$ cat config.mk
export PLATFORM = sky130hd
export DESIGN_NAME = gate_sweep_ctrl
export DESIGN_NICKNAME = d
export VERILOG_FILES = /design/src/rtl/gate_sweep_ctrl.sv
export SDC_FILE = /design/constraint.sdc
export NUM_CORES = 1
export LEC_CHECK = 0
export CORE_MARGIN = 2
export CORE_UTILIZATION = 46
export DETAILED_ROUTE_END_ITERATION = 16
export PLACE_DENSITY_LB_ADDON = 0.12
export SLEW_MARGIN = 40
export SYNTH_ARGS = -nofsm -noshare
export SYNTH_HDL_FRONTEND = slang
export SYNTH_SLANG_ARGS = --single-unit
$ cat constraint.sdc
create_clock -name clk_i -period 2.6 [get_ports clk_i]
set_input_delay 0.78 -clock clk_i [delete_from_list [all_inputs] [get_ports clk_i]]
set_output_delay 0.78 -clock clk_i [all_outputs]
set_load 0.005 [all_outputs]
$ cat src/rtl/gate_sweep_ctrl.sv
// Self-test sequencer for the 2-input gate unit: sweeps all (a,b) combinations, compares the
// 8-bit gate result to the golden truth table and accumulates error statistics.
module gate_sweep_ctrl #(
    parameter int unsigned SETTLE_CYC = 2,
    parameter int unsigned LOOPS      = 1,
    parameter int unsigned CNT_W      = 8
) (
    input  logic             clk_i,
    input  logic             rst_ni,
    input  logic             start_i,
    input  logic             abort_i,
    input  logic [7:0]       gate_res_i,
    output logic [1:0]       ab_drv_o,
    output logic             busy_o,
    output logic             done_o,
    output logic             pass_o,
    output logic [CNT_W-1:0] err_cnt_o,
    output logic [7:0]       fail_vec_o,
    output logic [1:0]       fail_idx_o,
    output logic             fail_vld_o
);

    typedef enum logic [1:0] {StIdle, StApply, StSample, StDone} state_e;

    localparam int unsigned SettleM1   = (SETTLE_CYC == 0) ? 0 : SETTLE_CYC - 1;
    localparam logic [3:0]  SettleLoad = 4'(SettleM1);
    localparam logic [7:0]  LastLoop   = 8'(LOOPS - 1);
    // With no settle time each combination lives only in the sample state.
    localparam state_e      FirstSt    = (SETTLE_CYC == 0) ? StSample : StApply;

    state_e           state_q, state_d;
    logic [1:0]       idx_q, idx_d;
    logic [7:0]       loop_q, loop_d;
    logic [3:0]       settle_q, settle_d;
    logic [1:0]       ab_q, ab_d;
    logic             busy_q, busy_d;
    logic             done_q, done_d;
    logic             pass_q, pass_d;
    logic [CNT_W-1:0] err_cnt_q, err_cnt_d;
    logic [7:0]       fail_vec_q, fail_vec_d;
    logic [1:0]       fail_idx_q, fail_idx_d;
    logic             fail_vld_q, fail_vld_d;
    logic [7:0]       golden;
    logic [7:0]       diff;

    always_comb begin
        unique case (idx_q)
            2'd0:    golden = 8'hF8;
            2'd1:    golden = 8'h8E;
            2'd2:    golden = 8'h4E;
            default: golden = 8'h23;
        endcase
    end

    assign diff = gate_res_i ^ golden;

    always_comb begin
        state_d    = state_q;
        idx_d      = idx_q;
        loop_d     = loop_q;
        settle_d   = settle_q;
        pass_d     = pass_q;
        err_cnt_d  = err_cnt_q;
        fail_vec_d = fail_vec_q;
        fail_idx_d = fail_idx_q;
        fail_vld_d = fail_vld_q;

        unique case (state_q)
            StIdle: begin
                if (start_i && !abort_i) begin
                    err_cnt_d  = '0;
                    fail_vec_d = '0;
                    fail_idx_d = '0;
                    fail_vld_d = 1'b0;
                    pass_d     = 1'b0;
                    idx_d      = '0;
                    loop_d     = '0;
                    settle_d   = SettleLoad;
                    state_d    = FirstSt;
                end
            end
            StApply: begin
                if (abort_i) begin
                    pass_d  = 1'b0;
                    state_d = StIdle;
                end else if (settle_q == '0) begin
                    state_d = StSample;
                end else begin
                    settle_d = settle_q - 4'd1;
                end
            end
            StSample: begin
                if (abort_i) begin
                    pass_d  = 1'b0;
                    state_d = StIdle;
                end else begin
                    if (diff != '0) begin
                        if (err_cnt_q != '1) begin
                            err_cnt_d = err_cnt_q + 1'b1;
                        end
                        fail_vec_d = fail_vec_q | diff;
                        if (!fail_vld_q) begin
                            fail_idx_d = idx_q;
                            fail_vld_d = 1'b1;
                        end
                    end
                    settle_d = SettleLoad;
                    if (idx_q != 2'd3) begin
                        idx_d   = idx_q + 2'd1;
                        state_d = FirstSt;
                    end else if (loop_q < LastLoop) begin
                        idx_d   = '0;
                        loop_d  = loop_q + 8'd1;
                        state_d = FirstSt;
                    end else begin
                        pass_d  = (err_cnt_d == '0);
                        state_d = StDone;
                    end
                end
            end
            default: begin
                state_d = StIdle;
            end
        endcase

        // Outputs are registered copies decoded from the next state.
        busy_d = (state_d == StApply) || (state_d == StSample);
        done_d = (state_d == StDone);
        ab_d   = busy_d ? idx_d : 2'd0;
    end

    always_ff @(posedge clk_i or negedge rst_ni) begin
        if (!rst_ni) begin
            state_q    <= StIdle;
            idx_q      <= '0;
            loop_q     <= '0;
            settle_q   <= '0;
            ab_q       <= '0;
            busy_q     <= 1'b0;
            done_q     <= 1'b0;
            pass_q     <= 1'b0;
            err_cnt_q  <= '0;
            fail_vec_q <= '0;
            fail_idx_q <= '0;
            fail_vld_q <= 1'b0;
        end else begin
            state_q    <= state_d;
            idx_q      <= idx_d;
            loop_q     <= loop_d;
            settle_q   <= settle_d;
            ab_q       <= ab_d;
            busy_q     <= busy_d;
            done_q     <= done_d;
            pass_q     <= pass_d;
            err_cnt_q  <= err_cnt_d;
            fail_vec_q <= fail_vec_d;
            fail_idx_q <= fail_idx_d;
            fail_vld_q <= fail_vld_d;
        end
    end

    assign ab_drv_o   = ab_q;
    assign busy_o     = busy_q;
    assign done_o     = done_q;
    assign pass_o     = pass_q;
    assign err_cnt_o  = err_cnt_q;
    assign fail_vec_o = fail_vec_q;
    assign fail_idx_o = fail_idx_q;
    assign fail_vld_o = fail_vld_q;

endmodule
==> flow_summary.json, run 1 <==
{
  "critPathCaptureType": "flip-flop",
  "initialDrtViolationCount": 138,
  "p_sw_uw": 456,
  "vias_in_the_first_global_route": 1510,
  "grt_pass1_wl_um": 7420,
  "worst_setup_path_start_kind": "flip-flop",
  "tritoncts": "built",
  "share_clk_of_total_power": 0.265,
  "inserted_clock_buffers": 5,
  "drt_pass1_iterations": 4,
  "grt_use_total": 0.221,
  "min_path_type": "reg -> reg",
  "top_level_ports": 36,
  "post_synth_most_frequent_cells": "sky130_fd_sc_hd__dfrtp_1 (32), sky130_fd_sc_hd__nor2_1 (28), sky130_fd_sc_hd__a21oi_1 (17)",
  "netlist_top_cells_area": "sky130_fd_sc_hd__dfrtp_1 (43%), sky130_fd_sc_hd__ha_1 (6.8%), sky130_fd_sc_hd__nor2_1 (5.7%)",
  "timing.final.setup_violations": 0,
  "final.setup.worst_slack_ps": 82.5,
  "cp_cell_instances": "inv_2 -> ha_2 -> xor2_2 -> or4_4 -> a311oi_4 -> nor2_2 -> o221a_1 -> o31ai_2",
  "routed_wl_um": 4660,
  "layout.filler_cells": 298,
  "timing_worst_setup_path_type": "reg -> reg",
  "die_height_um": 67.3,
  "dieArea_um2": 4530,
  "worst_slew_pin_slew_ps": 536,
  "htreeDepth": 2,
  "critPathMaxStageDelay_ps": 540,
  "synth-seq-area-share": 0.435,
  "routedWlPerCell_um": 15.3,
  "slew_headroom": 0.639,
  "synthCells": 197,
  "numPortBuffers": 35,
  "drc_errors": 0,
  "pre_cts_slack_ps": -479,
  "synthArstFlopShare": 1.00,
  "cts_max_path_buffers": 2,
  "share_comb_of_total_power": 0.310,
  "area_of_the_core_region_um2": 3740,
  "synth_area_um2": 1840,
  "gp_routability_congestion": 0.873,
  "internal-power_mw": 1.02,
  "synth_top_cell_area_share": 0.435,
  "ys_ff_latch": 32,
  "post_route_cells_drive_above_1_share": 0.202,
  "clock_insertion_delay_worst_skew_ps": 280,
  "final.setup_skew_ps": 6.54,
  "area_growth_pct": 40.1,
  "finalSetupTns_ps": 0,
  "synth_area_leader_cell": "sky130_fd_sc_hd__dfrtp_1",
  "antenna_violations_before_repair": 0,
  "timing_hold_violations_final": 0,
  "cts.clk_slew.worst_paths_ps": 70,
  "placed_cell_area_um2": 2330,
  "clock-root-buffer": "sky130_fd_sc_hd__clkbuf_8",
  "post_layout_nonfiller_instances": 305,
  "postSynthNetCount": 219,
  "finish.utilization": 0.689,
  "fp.dieW_um": 67.3,
  "ys_dominant_reg_cell": "sky130_fd_sc_hd__dfrtp_1",
  "syn_area_per_cell_um2": 9.35,
  "drv_cap": 0,
  "yosys.cell_types.count": 43,
  "worstPathRequired_ps": 2790,
  "p_sw_frac": 0.309,
  "synth_most_common_cell": "sky130_fd_sc_hd__dfrtp_1",
  "vias_after_detailed_routing": 1706,
  "slowest_stage": "sky130_fd_sc_hd__or4_4",
  "detail_routed_via_count_per_cell": 5.59,
  "run_status": "finished clean",
  "yosys_warning_count": 0,
  "tritoncts_num_sinks": 32,
  "largest_vdd_supply_drop_mv": 0.361,
  "design_area_um2": 2580,
  "place.detailed.instances": 288,
  "antenna_cells": 0,
  "pwr-share-seq": 0.425,
  "power.static_leakage_nw": 1.19,
  "finalHoldWorstSlack_ps": 495,
  "critical_path_arrival_ps": 2710,
  "p_total_mw": 1.48,
  "antenna_left": 0,
  "final_period_minus_worst_setup_slack_ps": 2520,
  "num-nets-final": 278,
  "gr-total-overflow": 0,
  "achievable-frequency_mhz": 397,
  "number_of_enable_flip_flop_cells_after_synthesis": 0,
  "start_util": 0.492,
  "grt_max_degree": 33,
  "worstPathMaxFanout": 4,
  "period_share": 0.968,
  "drv_slew": 0,
  "power_density_nw_per_um2": 572,
  "row_count": 22,
  "dp_hpwl_um": 3210
}
worst paths after layout:
kind / start / to / slack [ps] / depth (start not counted)
max in group asynchronous: rst_ni / idx_q[1] / 1370 / 2
min in group asynchronous: rst_ni / fail_vec_o[4] / 900 / 2
max: idx_q[0] / pass_o / 80 / 8
min: settle_q[0] / settle_q[0] / 500 / 1
min reg2reg: settle_q[0] / settle_q[0] / 500 / 1
max reg2reg: idx_q[0] / pass_o / 80 / 8
critical path: cells and delay by family, from the launching register on:
kind,cells,cell delay (ps)
buf+inv,1,90
fa+ha+maj,1,220
flops,1,420
compound gates,3,900
xor+xnor,1,180
simple gates,2,630
per-layer routing:
layer / GRT usage / share of wire / wire length [um] / vias up
met5: 0 / 0 / 0 / -
met4: 0.0587 / 0.0073 / 34 / 0
met3: 0.0500 / 0.062 / 290 / 4
met2: 0.356 / 0.49 / 2280 / 66
met1: 0.301 / 0.44 / 2060 / 811
li1: - / - / - / 825
power by group through the flow:
stage / Combinational, mW / Sequential [mW] / Clock [mW]
finish: 0.458 / 0.627 / 0.391
global route: 0.513 / 0.638 / 0.423
CTS: 0.429 / 0.624 / 0.405
detailed placement: 0.427 / 0.630 / 0
global placement: 0.414 / 0.627 / 0
floorplan: 0.241 / 0.623 / 0
sequential cells by signal (all words and copies together) (netlist names):
signal	cells
ab_drv_o	2
busy_o	1
done_o	1
err_cnt_o	8
fail_idx_o	2
fail_vec_o	8
fail_vld_o	1
idx_q	2
pass_o	1
settle_q	4
state_q	2
final cells by class:
cell class | instances | area, um2 | area share
timing repair buffer | 60 | 558 | 0.216
tap | 48 | 60.1 | 0.0233
clock buffer | 8 | 90.1 | 0.0349
inverter | 6 | 22.5 | 0.00873
sequential | 32 | 802 | 0.311
multi-input combinational | 151 | 1050 | 0.406
cells by family after synthesis:
kind of cell	after synthesis	share of synthesized area
buf+inv	14	0.0326
compound gates	54	0.195
xor+xnor	12	0.0571
flops	32	0.435
fa+ha+maj	10	0.0679
simple gates	75	0.213
cells in the final DEF (no fill, tap or decap), types with 3 or more instances in the layout:
cell	synthesis	layout
sky130_fd_sc_hd__dfrtp_1	32	31
sky130_fd_sc_hd__clkdlybuf4s50_1	0	29
sky130_fd_sc_hd__nor2_1	28	27
sky130_fd_sc_hd__buf_4	0	23
sky130_fd_sc_hd__a21oi_1	17	17
sky130_fd_sc_hd__o21ai_0	14	13
sky130_fd_sc_hd__nand2_1	10	9
sky130_fd_sc_hd__ha_1	10	8
sky130_fd_sc_hd__xor2_1	8	6
sky130_fd_sc_hd__clkbuf_8	0	6
sky130_fd_sc_hd__nor3_1	5	5
sky130_fd_sc_hd__dlymetal6s2s_1	0	5
sky130_fd_sc_hd__inv_1	6	4
sky130_fd_sc_hd__nor4b_1	4	4
sky130_fd_sc_hd__nand3_1	4	4
sky130_fd_sc_hd__nor2b_1	3	3
sky130_fd_sc_hd__o21a_1	3	3
sky130_fd_sc_hd__and2_1	4	3
sky130_fd_sc_hd__xnor2_1	4	3
sky130_fd_sc_hd__o211ai_1	3	3
timing repair:
| item | in CTS | in global routing |
|---|---|---|
| hold buffers | 0 | 0 |
| setup buffers | 1 | 8 |
| pin swaps | 6 | 8 |
| endpoints found under the setup margin | 8 | 8 |
| gates resized for setup | 8 | 18 |
No activity file was read; power rests on OpenSTA's default activity.
==> run 2, diff against run 1 <==
--- a/config.mk
+++ b/config.mk
@@ -9,7 +9,6 @@
 export CORE_UTILIZATION = 46
 export DETAILED_ROUTE_END_ITERATION = 16
 export PLACE_DENSITY_LB_ADDON = 0.12
-export SLEW_MARGIN = 40
 export SYNTH_ARGS = -nofsm -noshare
 export SYNTH_HDL_FRONTEND = slang
 export SYNTH_SLANG_ARGS = --single-unit
==> results of run 2 <==
The final DEF is identical to that of run 1; final timing and power are the same.
==> run 3, diff against run 2 <==
--- a/config.mk
+++ b/config.mk
@@ -5,7 +5,7 @@
 export SDC_FILE = /design/constraint.sdc
 export NUM_CORES = 1
 export LEC_CHECK = 0
-export CORE_MARGIN = 2
+export ABC_CLOCK_PERIOD_IN_PS = 2600
 export CORE_UTILIZATION = 46
 export DETAILED_ROUTE_END_ITERATION = 16
 export PLACE_DENSITY_LB_ADDON = 0.12
==> run 3 against run 2 <==
Sequential share of layout area shrank 0.11 points. Sequential cell count unchanged. Worst hold slack better by 2.1 ps. Critical endpoint unchanged. Largest cell class unchanged.
==> flow_summary.json, run 3 (same netlist as run 1, synthesis figures left out) <==
{
  "kind_of_cell_adding_the_most_delay_to_the_critical_path": "compound AO/OA/AOI/OAI gates",
  "largest_vdd_supply_drop_mv": 0.473,
  "start_util": 0.492,
  "slowest_stage": "sky130_fd_sc_hd__or4_4",
  "tritoncts": "built",
  "period_share": 0.978,
  "critPathCaptureType": "flip-flop",
  "post_route_cells_drive_above_1_share": 0.194,
  "power_density_nw_per_um2": 623,
  "post_layout_nonfiller_instances": 301,
  "clock_insertion_delay_worst_skew_ps": 290,
  "worstPathRequired_ps": 2800,
  "worstPathMaxFanout": 5,
  "area_growth_pct": 40.6,
  "crit-reg2reg-capture": "pass_o",
  "routedWlPerCell_um": 16.5,
  "tritoncts_num_sinks": 32,
  "critical_path_arrival_ps": 2740,
  "achievable-frequency_mhz": 393,
  "grt_use_total": 0.249,
  "antenna_left": 0,
  "htreeDepth": 2,
  "die_height_um": 65.3,
  "worstReg2RegStart": "idx_q[0]",
  "top_level_ports": 36,
  "grt_pass1_wl_um": 7920,
  "clock-root-buffer": "sky130_fd_sc_hd__clkbuf_8",
  "setup.reg_to_reg.worst_slack_ps": 60,
  "cts_max_path_buffers": 2,
  "grt_max_degree": 33,
  "drv_slew": 0,
  "final_period_minus_worst_setup_slack_ps": 2540,
  "gr-total-overflow": 0,
  "leading_cell_type_in_the_layout_fill_and_taps_excluded": "sky130_fd_sc_hd__dfrtp_1",
  "finalSetupTns_ps": 0,
  "cts.clk_slew.worst_paths_ps": 70,
  "worstRegToRegCells": 8,
  "cp_cell_instances": "inv_1 -> ha_1 -> xnor2_2 -> or4_4 -> a311oi_4 -> nor2_2 -> o221a_1 -> o31ai_2",
  "critPathMaxStageDelay_ps": 510,
  "gp_routability_congestion": 0.921,
  "vias_in_the_first_global_route": 1701,
  "min_path_type": "reg -> reg",
  "drv_cap": 0,
  "final.setup_skew_ps": 6.05,
  "hold_path_startpoint": "settle_q[0]",
  "inserted_clock_buffers": 5,
  "slew_headroom": 0.676,
  "worst_slew_pin_slew_ps": 487,
  "initialDrtViolationCount": 69,
  "timing.hold.worst_path_depth": 1,
  "rsz_0062_raised_after_global_routing": "no",
  "dieArea_um2": 4260,
  "num-nets-final": 274,
  "area_of_the_core_region_um2": 3740,
  "dp_hpwl_um": 3480,
  "cp_num_buf_inv": 1,
  "antenna_violations_before_repair": 0,
  "worst_setup_path_start_kind": "flip-flop",
  "run_status": "finished clean",
  "power.static_leakage_nw": 1.18,
  "antenna_cells": 0,
  "fp.dieW_um": 65.3,
  "routed_wl_um": 4970,
  "timing_hold_violations_final": 0,
  "place.detailed.instances": 290,
  "vias_after_detailed_routing": 1716,
  "finalHoldWorstSlack_ps": 497,
  "timing_worst_setup_path_type": "reg -> reg",
  "drc_errors": 0,
  "row_count": 22,
  "detail_routed_via_count_per_cell": 5.70,
  "most-common-layout-cells": "sky130_fd_sc_hd__dfrtp_1 (31), sky130_fd_sc_hd__clkdlybuf4s50_1 (30), sky130_fd_sc_hd__nor2_1 (28)",
  "finish.utilization": 0.692,
  "min_to": "settle_q[0]",
  "numPortBuffers": 35,
  "timing.final.setup_violations": 0,
  "drt_pass1_iterations": 6
}
-- run 3: through the flow --
stage	power (mW)	cell area [um2]	setup slack (ps)
3_3_place_gp	1.04	2350	-374
3_5_place_dp	1.06	2350	-439
6_report	1.61	2590	57.5
5_1_grt	1.70	2590	4.35
4_1_cts	1.59	2490	14.3
2_1_floorplan	0.864	1840	22.1
-- run 3: per-layer routing --
metal / GRT usage / up-vias / part of all wire
li1: - / 813 / -
met4: 0.0897 / 0 / 0.020
met3: 0.0573 / 17 / 0.046
met1: 0.307 / 835 / 0.43
met2: 0.421 / 51 / 0.50
met5: 0 / - / 0
-- run 3: layout make-up --
class	count	area, um2
clock buffer	7	96.3
inverter	6	22.5
timing repair buffer	56	520
multi-input combinational	151	1060
fill	295	1150
sequential	32	802
clock inverter	1	30.0
tap	48	60.1
-- run 3: how the worst max path moves through the flow --
stage                  start           end  slack (ps)  cells after the start
3_3_place_gp   gate_res_i[4]        pass_o        -370                      7
3_5_place_dp   gate_res_i[4]        pass_o        -440                      7
5_1_grt             idx_q[0]        pass_o           4                      8
6_report            idx_q[0]        pass_o          60                      8
2_1_floorplan       idx_q[0]        pass_o          20                      9
4_1_cts        gate_res_i[3]  err_cnt_o[7]          10                      7
-- run 3: what timing repair did --
item	in CTS	in global routing
pin swaps	6	6
setup buffers	0	3
gates resized for setup	4	19
hold buffers	0	0
setup endpoints to repair	9	9
-- run 3: power breakdown --
group | leakage (nW) | switching [mW] | total (mW) | internal, mW
sequential | 0.437 | 0.0604 | 0.626 | 0.565
clock | 0.0645 | 0.188 | 0.526 | 0.338
combinational | 0.682 | 0.230 | 0.460 | 0.230
total | 1.18 | 0.479 | 1.61 | 1.13
